[src/rtl/sw_debouncer.sv]
// Slide-switch conditioner: 2-FF synchroniser, tick-based debounce FSM, rise/fall pulses.
// Optional direction toggle register built only when SW_DEBOUNCE_TOGGLE_EN is defined.
module sw_debouncer #(
  parameter int unsigned TICK_DIV     = 50000,
  parameter int unsigned STABLE_TICKS = 20
) (
  input  logic clk,
  input  logic reset,
  input  logic sw,
  output logic sw_db,
  output logic rise,
  output logic fall,
  output logic toggle
);

  localparam int unsigned PrescW = (TICK_DIV > 1) ? $clog2(TICK_DIV) : 1;
  localparam int unsigned CntW   = $clog2(STABLE_TICKS + 1);

  localparam logic [PrescW-1:0] PrescMax = PrescW'(TICK_DIV - 1);
  localparam logic [CntW-1:0]   CntLast  = CntW'(STABLE_TICKS - 1);

  typedef enum logic [1:0] {
    StIdleLo,
    StWaitHi,
    StIdleHi,
    StWaitLo
  } state_e;

  logic              s1_q, s2_q;
  logic [PrescW-1:0] presc_q;
  logic [CntW-1:0]   cnt_q;
  state_e            state_q;
  logic              sw_db_q, rise_q, fall_q;
  logic              tick;

  // Two-flop synchroniser; the FSM only ever looks at s2_q.
  always_ff @(posedge clk) begin
    if (reset) begin
      s1_q <= 1'b0;
      s2_q <= 1'b0;
    end else begin
      s1_q <= sw;
      s2_q <= s1_q;
    end
  end

  // Free-running prescaler, independent of FSM activity.
  always_ff @(posedge clk) begin
    if (reset) begin
      presc_q <= '0;
    end else if (tick) begin
      presc_q <= '0;
    end else begin
      presc_q <= presc_q + PrescW'(1);
    end
  end

  assign tick = (presc_q == PrescMax);

  `ifdef SW_DEBOUNCE_TOGGLE_EN
  logic toggle_q;
  `endif

  // Bounce is checked before the final tick so a coincident bounce wins.
  always_ff @(posedge clk) begin
    if (reset) begin
      state_q  <= StIdleLo;
      cnt_q    <= '0;
      sw_db_q  <= 1'b0;
      rise_q   <= 1'b0;
      fall_q   <= 1'b0;
      `ifdef SW_DEBOUNCE_TOGGLE_EN
      toggle_q <= 1'b0;
      `endif
    end else begin
      rise_q <= 1'b0;
      fall_q <= 1'b0;
      unique case (state_q)
        StIdleLo: begin
          if (s2_q) begin
            state_q <= StWaitHi;
            cnt_q   <= '0;
          end
        end
        StWaitHi: begin
          if (!s2_q) begin
            state_q <= StIdleLo;
          end else if (tick && (cnt_q == CntLast)) begin
            state_q  <= StIdleHi;
            sw_db_q  <= 1'b1;
            rise_q   <= 1'b1;
            `ifdef SW_DEBOUNCE_TOGGLE_EN
            toggle_q <= ~toggle_q;
            `endif
          end else if (tick) begin
            cnt_q <= cnt_q + CntW'(1);
          end
        end
        StIdleHi: begin
          if (!s2_q) begin
            state_q <= StWaitLo;
            cnt_q   <= '0;
          end
        end
        StWaitLo: begin
          if (s2_q) begin
            state_q <= StIdleHi;
          end else if (tick && (cnt_q == CntLast)) begin
            state_q <= StIdleLo;
            sw_db_q <= 1'b0;
            fall_q  <= 1'b1;
          end else if (tick) begin
            cnt_q <= cnt_q + CntW'(1);
          end
        end
        default: begin
          state_q <= StIdleLo;
        end
      endcase
    end
  end

  assign sw_db = sw_db_q;
  assign rise  = rise_q;
  assign fall  = fall_q;

  `ifdef SW_DEBOUNCE_TOGGLE_EN
  assign toggle = toggle_q;
  `else
  assign toggle = 1'b0;
  `endif

endmodule

[config.mk]
export PLATFORM = sky130hd
export DESIGN_NAME = sw_debouncer
export DESIGN_NICKNAME = d
export VERILOG_FILES = /design/src/rtl/sw_debouncer.sv
export SDC_FILE = /design/constraint.sdc
export NUM_CORES = 1
export LEC_CHECK = 0
export BUFFER_PORTS_ARGS = -buffer_cell sky130_fd_sc_hd__buf_2
export CORE_UTILIZATION = 50
export DETAILED_ROUTE_END_ITERATION = 10
export MAX_ROUTING_LAYER = met4
export PLACE_DENSITY = 0.68
export SYNTH_ARGS = -nofsm -noshare
export SYNTH_HDL_FRONTEND = slang
export SYNTH_SLANG_ARGS = --single-unit
[constraint.sdc]
create_clock -name clk -period 2.2 [get_ports clk]
set_input_delay 0.22 -clock clk [delete_from_list [all_inputs] [get_ports clk]]
set_output_delay 0.22 -clock clk [all_outputs]
set_load 0.005 [all_outputs]
# [Word-level counts from Yosys, hierarchy flattened]
# Cells that the tools add are included.
[classes] div=0 n_bitwise=3 reduce_logical=9 n_mux=20 magnitude_cmp=0 n_shift=0 n_addsub=2 n_eq_ne=13 mul=0
[ops] operator="$mux W5" n=6
[ops] operator="$pmux W5 S4" n=1
[ops] operator="$add A16 B1 Y16 const B" n=1
[ops] operator="$eq A16 B16 Y1 const B" n=1
[ops] operator="$mux W2" n=6
[ops] operator="$ne A2 B2 Y1 const B" n=6
[ops] operator="$pmux W2 S4" n=1
[ops] operator="$reduce_and A4 Y1" n=2
[ops] operator="$ne A3 B3 Y1 const B" n=2
[ops] operator="$reduce_or A3 Y1" n=2
[ops] operator="$add A5 B1 Y5 const B" n=1
[ops] operator="$eq A5 B5 Y1 const B" n=1
[ops] operator="$mux W1" n=5
[ops] operator="$reduce_and A5 Y1" n=1
[ops] operator="$eq A2 B2 Y1 const B" n=2
[ops] operator="$not A1 Y1" n=3
[ops] operator="$eq A2 B1 Y1 const B" n=1
[ops] operator="$logic_not A2 Y1" n=1
[ops] operator="$pmux W1 S2" n=1
[ops] operator="$reduce_bool A2 Y1" n=1
[ops] operator="$reduce_or A2 Y1" n=1
[ops] operator="$logic_and A1 B1 Y1" n=1
[totals] register_bits=28 output_inout_bits=4 memories=0 latch_bits=0 mem_bits_rw=0 romBits=0

# [Logic depth before layout (Yosys ltp)]
[logic_depth] depth_word=5 mapped_depth=7 ltp_nobuf=5

# [Least setup slack after synthesis]
# OpenSTA, ideal clock, no wires.
[synth_path] path_kind="reg2reg" from="register presc_q[0]" to="register cnt_q[0]" setup_slack_ps=533 t_arrival_ps=1597 synth_period_minus_slack_ps=1667 n_path_buf=1 setup_time_ps=70 stages_incl_launch_ff=7 required_time_ps=2130 cell_sequence="dfxtp_1 ha_1 and3_1 buf_2 a41oi_4 or4_1 a21oi_1"
[synth_via] elab_chain_cells=5 word_cells_on_any_way=7
[synth_rtl] item="from (decl)" line_no="30" text="logic [PrescW-1:0] presc_q;"
[synth_rtl] item="from (signal assigned)" line_no="54" text="presc_q <= presc_q + PrescW'(1);"
[synth_rtl] item="$eq A16 B16 Y1 (*)" line_no="58" text="assign tick = (presc_q == PrescMax);"
[synth_rtl] item="$mux W5 / $logic_and A1 B1 Y1 (equally long branches)"
[synth_rtl] item="$mux W5 (*)"
[synth_rtl] item="$mux W5, on equally long branches"
[synth_rtl] item="$pmux W5 S4 (*)"
[synth_rtl] item="to (signal assigned)" line_no="96" text="cnt_q <= cnt_q + CntW'(1);"
[synth_rtl] item="to (signal assigned)" line_no="113" text="cnt_q <= cnt_q + CntW'(1);"
[synth_rtl] item="to (decl)" line_no="31" text="logic [CntW-1:0] cnt_q;"
# Every way passes the cells marked *; elsewhere a longest branch is shown, timed or not. The select of a mux whose other input is x is not followed.
# A chain may end at the register's enable or synchronous reset.

# [Worst setup path in the final report]
# Ends and elaborated chain as after synthesis.

==> reports/metrics.cfg <==
[route]
drc = 0
routed_via_density = 5.64
num_vias = 959
drt_iter0_drc = 18
drt-total-wl_um = 2220
first_pass_iters = 4
wire_per_inst_um = 13.1
antenna_left = 0

[timing]
drv_slew = 0
setup-tns-final_ps = 0
min_period_over_period_pct = 79.5
finalClockSkew_ps = 1.06
setup_viol = 0
relSlewSlack_pct = 54.4
worst_pin_slew_ps = 675
timing.final.ws_setup_ps = 451
period_needed_ps = 1750
rsz0062_at_grt = false
timing.fmax_ghz = 0.572
finalHoldViolations = 0

[global_routing]
grt_max_degree = 16
grt_use_total_pct = 18.6
antenna_found_initial = 0
grt_pass1_vias = 844
grt_pass1_wl_um = 3710
gr-total-overflow = 0

[floorplan]
initial_utilization_pct = 55.3
die-area_mm2 = 0.00277
die_x_um = 52.6
die_h_um = 52.6
num_rows = 17
coreArea_mm2 = 0.00232
pin_count = 7

[cells_and_area]
mostFrequentLayoutCell = dfxtp_1
final_cell_mix = 28 x dfxtp_1, 14 x nor2_1, 11 x xor2_1
design_area_mm2 = 0.00136
area_growth_pct = 6.35
nets = 148
diodes = 0
multi_input_area_um2 = 672
nFillCells = 213
seq_area_um2 = 561
layout-drive-gt1-share_pct = 12.0

[setup_path]
crit_required_ps = 2470
end_kind = register
cp_max_fo = 9
start_kind = register
critical_path_class = reg -> reg
arrival_ps = 2020

[outcome]
status = finished, final reports clean

[yosys]
async_flop_share_pct = 0
ys_seq_area_share_pct = 43.7
syn_avg_cell_area_um2 = 9.42
mappedNetlistArea_mm2 = 0.00128
synth_top_area_share_pct = 43.7
yosys_warnings = 0
synth_edf_count = 0
synth_fp_nets = 141
yosys.area.top_type = dfxtp_1
yosys_most_used_dff = dfxtp_1
synth_area_leaders = dfxtp_1 44%, xor2_1 7.5%, nor2_1 4.1%, nand4_1 3.9%, nor4b_4 3.7%
syn_inst = 136
ys_ff_latch = 28
netlist-cell-type-count = 34

[job]
cap_viol_max_count = 0

[clock_tree]
cts-buffers-inserted = 3
postCtsSetupBuffers = 0
cts_tree = built
clk_latency_ps = 320
cts_root_buffer = clkbuf_4
path_clk_slew_ps = 150
clockBufferDepth = 2
cts_hold_buf = 0
clock_sinks = 28
h-tree-depth = 1
cts_resized = 0

[min_path]
hp-class = in -> reg

[placed_design]
dp_slack_ps = 503
placed_cell_area_mm2 = 0.00133
gp_congestion = 0.789
dp_hpwl_um = 1580
port_buffers = 5

[power_and_ir_drop]
ir_drop_mv = 0.390
p_per_area_mw_per_mm2 = 593
leakagePower_uw = 0.000490

registers in the layout, indices dropped and copies added (netlist names), named ones only:
signal	count
cnt_q	5
fall	1
presc_q	16
rise	1
s1_q	1
s2_q	1
state_q	1
sw_db	1
cell type report:
| type | count | area share [%] |
|---|---|---|
| multi-input cells | 99 | 49.3 |
| flip-flops and latches | 28 | 41.1 |
| repair buffers | 8 | 3.49 |
| clock buffers | 4 | 2.66 |
| well taps | 28 | 2.57 |
| inverters | 3 | 0.826 |
power by group:
group	total (uW)	switching [uW]	internal, uW	leakage [uW]
clock network	251	150	101	0.0000210
registers	523	6.65	516	0.000227
logic	34.8	20.3	14.4	0.000242
metal layers:
| layer | track usage [%] | routed length, um |
|---|---|---|
| met1 | 26.1 | 1180 |
| met2 | 26.6 | 971 |
| met4 | 7.89 | 18 |
| met5 | - | 0 |
| met3 | 2.61 | 47 |
final timing paths:
kind / from / to / slack [ps] / cells after the start
setup / recovery: presc_q[0] / cnt_q[0] / 450 / 5
hold / removal: sw / s1_q / 90 / 2
setup reg to reg: presc_q[0] / cnt_q[0] / 450 / 5
hold reg to reg: s1_q / s2_q / 460 / 1
metrics by stage:
stage | cells | total power [uW] | hold WS (ps) | util, %
floorplan | 136 | 559 | 321 | -
detailed placement | 166 | 569 | 428 | 57.2
CTS | 170 | 815 | 84.7 | 58.8
finish | 170 | 808 | 91.1 | 58.8
global route | 170 | 837 | 98.6 | 58.8
global placement | 166 | 566 | 426 | 57.2
cell usage after synthesis (all sizes together) (2+ instances only):
cell type	instances
a21oi	7
and3	2
and4	4
buf	5
dfxtp	28
ha	2
inv	3
nand2	7
nand2b	2
nand3	7
nand4	8
nor2	14
nor2b	3
nor4	2
nor4b	3
o21ai	9
o41ai	2
or3	4
or4	2
xnor2	2
xor2	11
logic make-up after synthesis:
logic type | Yosys count | share of synthesized area [%]
DFF | 28 | 43.8
and+or+nand+nor | 61 | 29.7
adders and majority gates | 2 | 1.95
muxes | 1 | 0.781
xor gates and xnor gates | 13 | 8.89
other | 1 | 0.293
buffers and inverters | 9 | 3.81
AOI/OAI and AO/OA | 21 | 10.8
critical path, cell delays in order (launching register included):
cell and delay [ps]:
dfxtp_1 410, ha_1 190, and3_1 250, a41oi_4 190, or4_1 500, a21oi_1 150
No activity file was read; power rests on OpenSTA's default activity.
